`src/rtl/fft_seq_pkg.sv`:
```
// fft_seq_pkg: shared types and helpers for the FFT sequencer.
//   fft_seq_state_e : sequencer state encoding (all 8 codes used)
//   bitrev          : reverse the low w bits of v (w <= 32)
package fft_seq_pkg;

  typedef enum logic [2:0] {
    IDLE   = 3'd0,
    LOAD   = 3'd1,
    RD     = 3'd2,
    RWAIT  = 3'd3,
    BF     = 3'd4,
    WR     = 3'd5,
    UNLOAD = 3'd6,
    DONE   = 3'd7
  } fft_seq_state_e;

  function automatic logic [31:0] bitrev(input logic [31:0] v, input int unsigned w);
    logic [31:0] r;
    r = '0;
    for (int unsigned i = 0; i < w && i < 32; i++) begin
      r[i[4:0]] = v[5'(w - 1 - i)];
    end
    return r;
  endfunction

endpackage

```
`src/rtl/fft_bf_addr_gen.sv`:
```
// fft_bf_addr_gen: combinational radix-2 DIT butterfly address generator.
//   stage_i  : current stage s
//   k_i      : butterfly index within the stage
//   addr_a_o : top operand address     (grp*2h + pos)
//   addr_b_o : bottom operand address  (addr_a + h)
//   tw_idx_o : twiddle ROM index       (pos << (LOG2N-1-s))
module fft_bf_addr_gen #(
  parameter int unsigned LOG2N = 4,
  parameter int unsigned AW    = LOG2N,
  parameter int unsigned SW    = $clog2(LOG2N + 1)
) (
  input  logic [SW-1:0] stage_i,
  input  logic [AW-2:0] k_i,
  output logic [AW-1:0] addr_a_o,
  output logic [AW-1:0] addr_b_o,
  output logic [AW-2:0] tw_idx_o
);

  logic [AW-1:0] k_ext;
  logic [AW-1:0] h;
  logic [AW-1:0] pos;
  logic [AW-1:0] grp;
  logic [AW-1:0] a;
  logic [SW-1:0] tw_sh;

  always_comb begin
    k_ext = {1'b0, k_i};
    h     = AW'(1) << stage_i;
    pos   = k_ext & (h - AW'(1));
    grp   = k_ext >> stage_i;
    // pos < h, so OR-ing it under the shifted group equals grp*2h + pos
    a     = (grp << (stage_i + SW'(1))) | pos;
    tw_sh = SW'(LOG2N - 1) - stage_i;
    addr_a_o = a;
    addr_b_o = a + h;
    tw_idx_o = (AW-1)'(pos << tw_sh);
  end

endmodule

```
`src/rtl/fft_seq_ctrl.sv`:
```
// fft_seq_ctrl: N-point radix-2 DIT FFT sequencer (load / compute / unload).
//   clk_i, rst_ni            : clock, async active-low reset
//   start_i                  : frame start, sampled in IDLE only
//   smp_valid_i/smp_ready_o  : sample input handshake; mem_we_o = valid & ready
//   ld_addr_o                : bit-reversed sample write address
//   rd_en_o, addr_a_o/b_o,
//   tw_idx_o, bf_start_o,
//   res_we_o                 : butterfly read / launch / write-back controls
//   out_valid_o/out_ready_i,
//   out_addr_o               : natural-order unload stream
//   busy_o, done_o, state_o  : status
//   abort_i                  : present only when FFT_SEQ_ABORT_EN is defined
module fft_seq_ctrl
  import fft_seq_pkg::*;
#(
  parameter  int unsigned N_POINTS = 16,
  parameter  int unsigned RD_LAT   = 2,
  parameter  int unsigned BF_LAT   = 1,
  localparam int unsigned LOG2N    = $clog2(N_POINTS),
  localparam int unsigned AW       = LOG2N,
  localparam int unsigned SW       = $clog2(LOG2N + 1)
) (
  input  logic           clk_i,
  input  logic           rst_ni,
  input  logic           start_i,
  input  logic           smp_valid_i,
  output logic           smp_ready_o,
  output logic           mem_we_o,
  output logic [AW-1:0]  ld_addr_o,
  output logic           rd_en_o,
  output logic [AW-1:0]  addr_a_o,
  output logic [AW-1:0]  addr_b_o,
  output logic [AW-2:0]  tw_idx_o,
  output logic           bf_start_o,
  output logic           res_we_o,
  output logic           out_valid_o,
  input  logic           out_ready_i,
  output logic [AW-1:0]  out_addr_o,
  output logic           busy_o,
  output logic           done_o,
  output fft_seq_state_e state_o
`ifdef FFT_SEQ_ABORT_EN
  ,
  input  logic           abort_i
`endif
);

  localparam int unsigned WMAX = (RD_LAT > BF_LAT) ? RD_LAT : BF_LAT;
  localparam int unsigned WW   = $clog2(WMAX + 1);

  localparam logic [AW-1:0] LD_LAST  = AW'(N_POINTS - 1);
  localparam logic [AW-2:0] K_LAST   = (AW-1)'(N_POINTS / 2 - 1);
  localparam logic [SW-1:0] S_LAST   = SW'(LOG2N - 1);
  localparam logic [WW-1:0] RWAIT_LAST = WW'(RD_LAT - 1);
  localparam logic [WW-1:0] BF_LAST    = WW'(BF_LAT - 1);

  fft_seq_state_e state_q, state_d;
  logic [AW-1:0]  ld_cnt_q, ld_cnt_d;
  logic [AW-2:0]  k_q, k_d;
  logic [SW-1:0]  stage_q, stage_d;
  logic [WW-1:0]  wait_q, wait_d;
  logic [AW-1:0]  u_cnt_q, u_cnt_d;

  logic           abort;
  logic [AW-1:0]  gen_a, gen_b;
  logic [AW-2:0]  gen_tw;

  always_comb begin
`ifdef FFT_SEQ_ABORT_EN
    abort = abort_i;
`else
    abort = 1'b0;
`endif
  end

  fft_bf_addr_gen #(
    .LOG2N (LOG2N),
    .AW    (AW),
    .SW    (SW)
  ) u_addr_gen (
    .stage_i  (stage_q),
    .k_i      (k_q),
    .addr_a_o (gen_a),
    .addr_b_o (gen_b),
    .tw_idx_o (gen_tw)
  );

  always_ff @(posedge clk_i or negedge rst_ni) begin
    if (!rst_ni) begin
      state_q  <= IDLE;
      ld_cnt_q <= '0;
      k_q      <= '0;
      stage_q  <= '0;
      wait_q   <= '0;
      u_cnt_q  <= '0;
    end else begin
      state_q  <= state_d;
      ld_cnt_q <= ld_cnt_d;
      k_q      <= k_d;
      stage_q  <= stage_d;
      wait_q   <= wait_d;
      u_cnt_q  <= u_cnt_d;
    end
  end

  always_comb begin
    state_d  = state_q;
    ld_cnt_d = ld_cnt_q;
    k_d      = k_q;
    stage_d  = stage_q;
    wait_d   = wait_q;
    u_cnt_d  = u_cnt_q;

    case (state_q)
      IDLE: begin
        if (start_i) begin
          state_d  = LOAD;
          ld_cnt_d = '0;
          k_d      = '0;
          stage_d  = '0;
          wait_d   = '0;
          u_cnt_d  = '0;
        end
      end
      LOAD: begin
        if (smp_valid_i) begin
          ld_cnt_d = ld_cnt_q + AW'(1);
          if (ld_cnt_q == LD_LAST) begin
            state_d = RD;
          end
        end
      end
      RD: begin
        state_d = RWAIT;
        wait_d  = '0;
      end
      RWAIT: begin
        if (wait_q == RWAIT_LAST) begin
          state_d = BF;
          wait_d  = '0;
        end else begin
          wait_d  = wait_q + WW'(1);
        end
      end
      BF: begin
        if (wait_q == BF_LAST) begin
          state_d = WR;
          wait_d  = '0;
        end else begin
          wait_d  = wait_q + WW'(1);
        end
      end
      WR: begin
        state_d = RD;
        if (k_q == K_LAST) begin
          k_d = '0;
          if (stage_q == S_LAST) begin
            state_d = UNLOAD;
            stage_d = '0;
          end else begin
            stage_d = stage_q + SW'(1);
          end
        end else begin
          k_d = k_q + (AW-1)'(1);
        end
      end
      UNLOAD: begin
        if (out_ready_i) begin
          u_cnt_d = u_cnt_q + AW'(1);
          if (u_cnt_q == LD_LAST) begin
            state_d = DONE;
          end
        end
      end
      DONE:    state_d = IDLE;
      default: state_d = IDLE;
    endcase

    // abort overrides every transition computed above
    if (abort && state_q != IDLE) begin
      state_d  = IDLE;
      ld_cnt_d = '0;
      k_d      = '0;
      stage_d  = '0;
      wait_d   = '0;
      u_cnt_d  = '0;
    end
  end

  logic ld_active;
  logic bf_active;

  always_comb begin
    ld_active   = (state_q == LOAD);
    bf_active   = (state_q == RD) || (state_q == RWAIT) ||
                  (state_q == BF) || (state_q == WR);

    smp_ready_o = ld_active;
    mem_we_o    = smp_valid_i & ld_active;
    ld_addr_o   = ld_active ? AW'(bitrev(32'(ld_cnt_q), AW)) : '0;

    rd_en_o     = (state_q == RD);
    addr_a_o    = bf_active ? gen_a  : '0;
    addr_b_o    = bf_active ? gen_b  : '0;
    tw_idx_o    = bf_active ? gen_tw : '0;
    bf_start_o  = (state_q == BF) && (wait_q == '0);
    res_we_o    = (state_q == WR);

    out_valid_o = (state_q == UNLOAD);
    out_addr_o  = (state_q == UNLOAD) ? u_cnt_q : '0;

    busy_o      = (state_q != IDLE);
    done_o      = (state_q == DONE);
    state_o     = state_q;
  end

endmodule

```
`config.mk`:
```
export PLATFORM = sky130hd
export DESIGN_NAME = fft_seq_ctrl
export DESIGN_NICKNAME = d
export VERILOG_FILES = /design/src/rtl/fft_seq_pkg.sv /design/src/rtl/fft_bf_addr_gen.sv /design/src/rtl/fft_seq_ctrl.sv
export SDC_FILE = /design/constraint.sdc
export NUM_CORES = 1
export LEC_CHECK = 0
export ABC_AREA = 1
export BUFFER_PORTS_ARGS = -buffer_cell sky130_fd_sc_hd__buf_2
export CAP_MARGIN = 10
export CORE_UTILIZATION = 50
export DETAILED_ROUTE_END_ITERATION = 6
export PLACE_DENSITY = 0.74
export SYNTH_ARGS = -nofsm -noshare
export SYNTH_HDL_FRONTEND = slang
export SYNTH_SLANG_ARGS = --single-unit
```
`constraint.sdc`:
```
create_clock -name clk_i -period 3.85 [get_ports clk_i]
set_clock_uncertainty 0.05 [all_clocks]
set_input_delay 0.1925 -clock clk_i [delete_from_list [all_inputs] [get_ports clk_i]]
set_output_delay 0.1925 -clock clk_i [all_outputs]
set_load 0.02 [all_outputs]
```
**Word level (Yosys, flattened, before mapping)**

Index checks and enable logic that the tools add are counted.

- Register bits: 19
- Bits of input ports: 5
- Output and inout port bits: 30
- Logic and storage cells: 88

- Add/subtract/negate cells: 8
- Equal/unequal tests: 20
- Shifts and indexed selects: 4
- Multiplexer cells: 30
- Bitwise operators: 3
- Reduce and logical (&&, ||, !) cells: 17

Operators by type and width:

| kind | count |
|---|---|
| two-way mux 3 bit | 14 |
| two-way mux 4 bit | 7 |
| one-hot mux 3 bit (8 select lines) | 1 |
| one-hot mux 4 bit (2 select lines) | 2 |
| equality test 3 bit (second input constant) | 5 |
| one-hot mux 3 bit (2 select lines) | 2 |
| equality test 3 x 2 -> 1 bit (second input constant) | 3 |
| AND reduction 3 bit | 3 |
| adder 4 x 1 -> 4 bit (second input constant) | 2 |
| equality test 4 bit (second input constant) | 2 |
| != test 2 x 1 -> 1 bit (second input constant) | 4 |
| != test 2 bit (second input constant) | 4 |
| one-hot mux 2 bit (4 select lines) | 1 |
| AND reduction 7 bit | 1 |
| adder 3 x 1 -> 3 bit (second input constant) | 2 |
| two-way mux 2 bit | 3 |
| nonzero test 2 bit | 3 |
| adder 4 bit | 1 |
| bitwise AND 3 x 4 -> 4 bit | 1 |
| bitwise OR 4 bit | 1 |
| AND reduction 2 bit | 2 |
| nonzero test 4 bit | 1 |
| left shift 1 x 3 -> 4 bit (first input constant) | 1 |
| left shift 4 x 3 -> 3 bit | 1 |
| other kinds (13) | 15 |

**Logic depth before layout (Yosys ltp)**

- Word-level depth: 6
- Gate-level depth with buffers: 19
- Gate-level depth less buffers: 18

**Cells and area by module**

From an unflattened synthesis, not the netlist that was laid out.

- Cell total of the unflattened synthesis: 273
- Area, all modules: 1823.0 µm²

By module, submodules not included:

| module | times used | cells an instance | area each (µm²) | seq. area each (µm²) |
|---|---|---|---|---|
| fft_seq_ctrl | 1 | 201 | 1382.6 | 475.5 |
| fft_bf_addr_gen | 1 | 72 | 440.4 | 0.0 |

**Least setup slack after synthesis**

Ideal clock, no wire load.

- Kind: reg-to-output
- Start point: register stage_q[0]
- End point: output port addr_b_o[3]
- Data arrival time: 2.876 ns
- Setup slack: 0.731 ns
- Stages on the path, launching flop included: 18
- Cells stage by stage: dfrtp_1 inv_1 buf_4 ha_1 inv_1 nor2_1 inv_1 ha_1 or2_2 nand3_1 and2_1 nand2_1 ha_1 a21oi_1 nand3_1 nand2_1 nand3_1 a21oi_1

- Longest elaborated chain between the ends: 6

RTL lines:

| item | RTL line | RTL |
|---|---|---|
| start: declaration | fft_seq_ctrl.sv:60 | `logic [SW-1:0] stage_q, stage_d;` |
| start signal: assignment | fft_seq_ctrl.sv:100 | `stage_q <= stage_d;` |
| left shift 1 x 3 -> 4 bit | fft_bf_addr_gen.sv:28 | `h = AW'(1) << stage_i;` |
| subtractor 4 x 1 -> 4 bit | fft_bf_addr_gen.sv:29 | `pos = k_ext & (h - AW'(1));` |
| bitwise AND 3 x 4 -> 4 bit | fft_bf_addr_gen.sv:29 |  |
| bitwise OR 4 bit | fft_bf_addr_gen.sv:32 | `a = (grp << (stage_i + SW'(1))) \| pos;` |
| adder 4 bit (*) | fft_bf_addr_gen.sv:35 | `addr_b_o = a + h;` |
| two-way mux 4 bit (*) | fft_seq_ctrl.sv:204 | `addr_b_o = bf_active ? gen_b : '0;` |
| end: declaration | fft_seq_ctrl.sv:32 | `output logic [AW-1:0] addr_b_o,` |

Every way passes the cells marked *; elsewhere a longest branch is shown, timed or not.

**Worst setup path in the final report**

Same ends and word-level chain as after synthesis.

==> results.json <==
{
  "status": "finished clean",
  "cp-end-kind": "output port",
  "wl_per_cell_um": 11.28,
  "clk_path_buf_depth": 2,
  "ys_warn_count": 0,
  "setup-violations-final": 0,
  "chipWidth_um": 59.80,
  "drc": 0,
  "dr.pass1.iters": 4,
  "via_per_inst": 4.994,
  "final_hold_viol_count": 0,
  "start_util_pct": 53.83,
  "drt_iter0_drc": 82,
  "drt_wl_total_um": 3700,
  "critPathLaunchType": "flip-flop",
  "grt_max_degree": 20,
  "place_congestion": 0.8996,
  "syn_nets": 269,
  "synth-xor-area-share_pct": 1.049,
  "synthMuxAreaShare_pct": 0,
  "cts_num_sinks": 19,
  "fin_crit_ns": 3.548,
  "fmax_mhz": 281.9,
  "overflow": 0,
  "synth_compound_area_share_pct": 13.56,
  "drv_cap": 0,
  "htreeDepth": 1,
  "die_y_um": 59.80,
  "grt_pass1_wl_um": 6361,
  "synth_cell_types": 28,
  "fin_cells": 328,
  "finalNetCount": 311,
  "min_path_cells": 3,
  "post-route-util_pct": 62.86,
  "cts_buffers": 3,
  "postLayoutCellArea_sq_mm": 0.001951,
  "drive_gt1_share_pct": 21.13,
  "reg2reg_depth": 10,
  "grt_pass1_vias": 1478,
  "synth_top_family_by_area": "simple AND/OR/NAND/NOR gates",
  "holdCritPathClass": "primary input to flip-flop",
  "power_density_mw_per_mm2": 163.0,
  "avgSynthCellArea_sq_um": 6.874,
  "io_buffer_count": 34,
  "postSynthCellCount": 243,
  "synth_seq_cells": 19,
  "post-dp-hpwl_um": 2802,
  "async_flop_share_pct": 100.0,
  "cts_tree": "yes",
  "slew_headroom_pct": 70.44,
  "peakVddDrop_mv": 0.1352,
  "yosysSeqAreaShare_pct": 28.46,
  "tightest_slew_ns": 0.4435,
  "post-synth-top-area-fraction_pct": 28.46,
  "whs_ns": 0.1204,
  "synthSimpleGateAreaFrac_pct": 28.84,
  "crit_required_ns": 3.61,
  "post-route-period-util_pct": 92.15,
  "netlist_area_sq_mm": 0.001670,
  "yosys_most_used_dff": "dfrtp_1",
  "final_common_cell": "nand2_1",
  "synth_edf_count": 0,
  "dp_cells": 319,
  "ios": 35,
  "crit_type": "flip-flop to output port",
  "path_max_fanout": 9,
  "ant_nets": 0,
  "syn_to_final_growth_pct": 16.78,
  "synth_top_area_cell": "dfrtp_1",
  "synthAdderAreaFrac_pct": 16.18,
  "coreArea_sq_mm": 0.003103,
  "placed_area_sq_mm": 0.001877,
  "arrival_ns": 3.31,
  "rows": 20,
  "path_clk_slew_ns": 0.11,
  "final_cell_mix": "nand2_1, inv_1, buf_2, nor2_1, ha_1",
  "slew_viol_final": 0,
  "track_usage_pct": 22.92,
  "n_antenna_cell": 0,
  "via_count": 1638,
  "p_leak_nw": 1.095,
  "clock_latency_ns": 0.30,
  "design.die.area_sq_mm": 0.003576,
  "root_buffer": "clkbuf_4",
  "antenna_found_initial": 0,
  "synthTopCellsByArea": "dfrtp_1, ha_1, nand2_1"
}
-- critical path, cell delays in order, from the launching register on --
cell	delay [ns]
dfrtp_1	0.52
clkinvlp_4	0.19
ha_1	0.16
inv_1	0.03
nor2_1	0.14
inv_1	0.10
ha_1	0.22
or2_2	0.30
nand3_1	0.09
and2_1	0.15
nand2_1	0.06
ha_1	0.31
a21oi_1	0.18
nand3_1	0.09
nand2_1	0.09
nand3_1	0.08
a21oi_1	0.14
buf_2	0.17
-- stage by stage --
step / setup slack (ns) / setup TNS (ns) / total power [mW]
3_5_place_dp: 0.5683 / 0 / 0.2168
5_1_grt: -0.02194 / -0.02194 / 0.3326
3_3_place_gp: 0.6225 / 0 / 0.2163
4_1_cts: 0.2026 / 0 / 0.3268
2_1_floorplan: 0.7311 / 0 / 0.2091
6_report: 0.3021 / 0 / 0.3180
-- worst paths after layout --
| kind | startpoint | end | slack [ns] |
|---|---|---|---|
| worst max-delay path | stage_q[0] | addr_b_o[3] | 0.30 |
| worst min-delay path | out_ready_i | u_cnt_q[1] | 0.12 |
| worst max register to register | state_o[1] | ld_cnt_q[2] | 2.07 |
| worst min register to register | ld_cnt_q[3] | ld_cnt_q[3] | 0.51 |
| max in group asynchronous | rst_ni | stage_q[1] | 3.14 |
| min in group asynchronous | rst_ni | ld_cnt_q[1] | 0.30 |
-- layout make-up --
type	count	area, sq um
Clock buffer	3	22.52
Clock inverter	1	7.507
Fill cell	300	1152
Inverter	48	183.9
Multi-Input combinational cell	174	996.0
Sequential cell	19	475.5
Tap cell	44	55.05
Timing Repair Buffer	39	210.2
-- power by group --
group / switching [mW] / leakage (nW) / internal, mW / total [mW]
logic: 0.00783 / 0.841 / 0.00347 / 0.0113
registers: 0.000767 / 0.240 / 0.201 / 0.202
clock network: 0.0653 / 0.0139 / 0.0396 / 0.105
total: 0.0739 / 1.10 / 0.244 / 0.318
-- cell families (layout without fill, tap and decap cells) --
| logic type | count (synthesis) | count (layout) |
|---|---|---|
| and+or+nand+nor | 109 | 109 |
| buffers and inverters | 50 | 91 |
| AOI/OAI and AO/OA | 42 | 42 |
| adders and majority gates | 21 | 21 |
| DFF | 19 | 19 |
| xor gates and xnor gates | 2 | 2 |
-- metal layers --
layer / share of wire, % / global-route usage, % / vias up / wire length, um
met5: 0 / 0 / - / 0
met4: 0.35 / 4.983 / 0 / 13
met3: 4.4 / 2.597 / 2 / 163
met2: 46 / 37.78 / 43 / 1702
met1: 49 / 32.21 / 728 / 1820
li1: - / - / 865 / -
-- cell usage after synthesis, drive strengths merged, types with 2 or more instances --
| master | count |
|---|---|
| nand2 | 49 |
| inv | 48 |
| nor2 | 29 |
| ha | 20 |
| dfrtp | 19 |
| o21ai | 19 |
| a21oi | 18 |
| nand3 | 18 |
| nand4 | 5 |
| nor3 | 4 |
| buf | 2 |
| or2 | 2 |
| xor2 | 2 |
-- flip-flops by register name, indices dropped and copies added (netlist names) --
signal	cells
stage_q	3
state_o	3
k_q	3
u_cnt_q	4
ld_cnt_q	4
wait_q	2
-- what timing repair did --
item	CTS	global route
hold buffers	1	0
setup buffers	0	4
hold endpoints to repair	19	0
setup endpoints to repair	0	1
gates resized for setup	0	1
(Power assumes the default switching activity.)
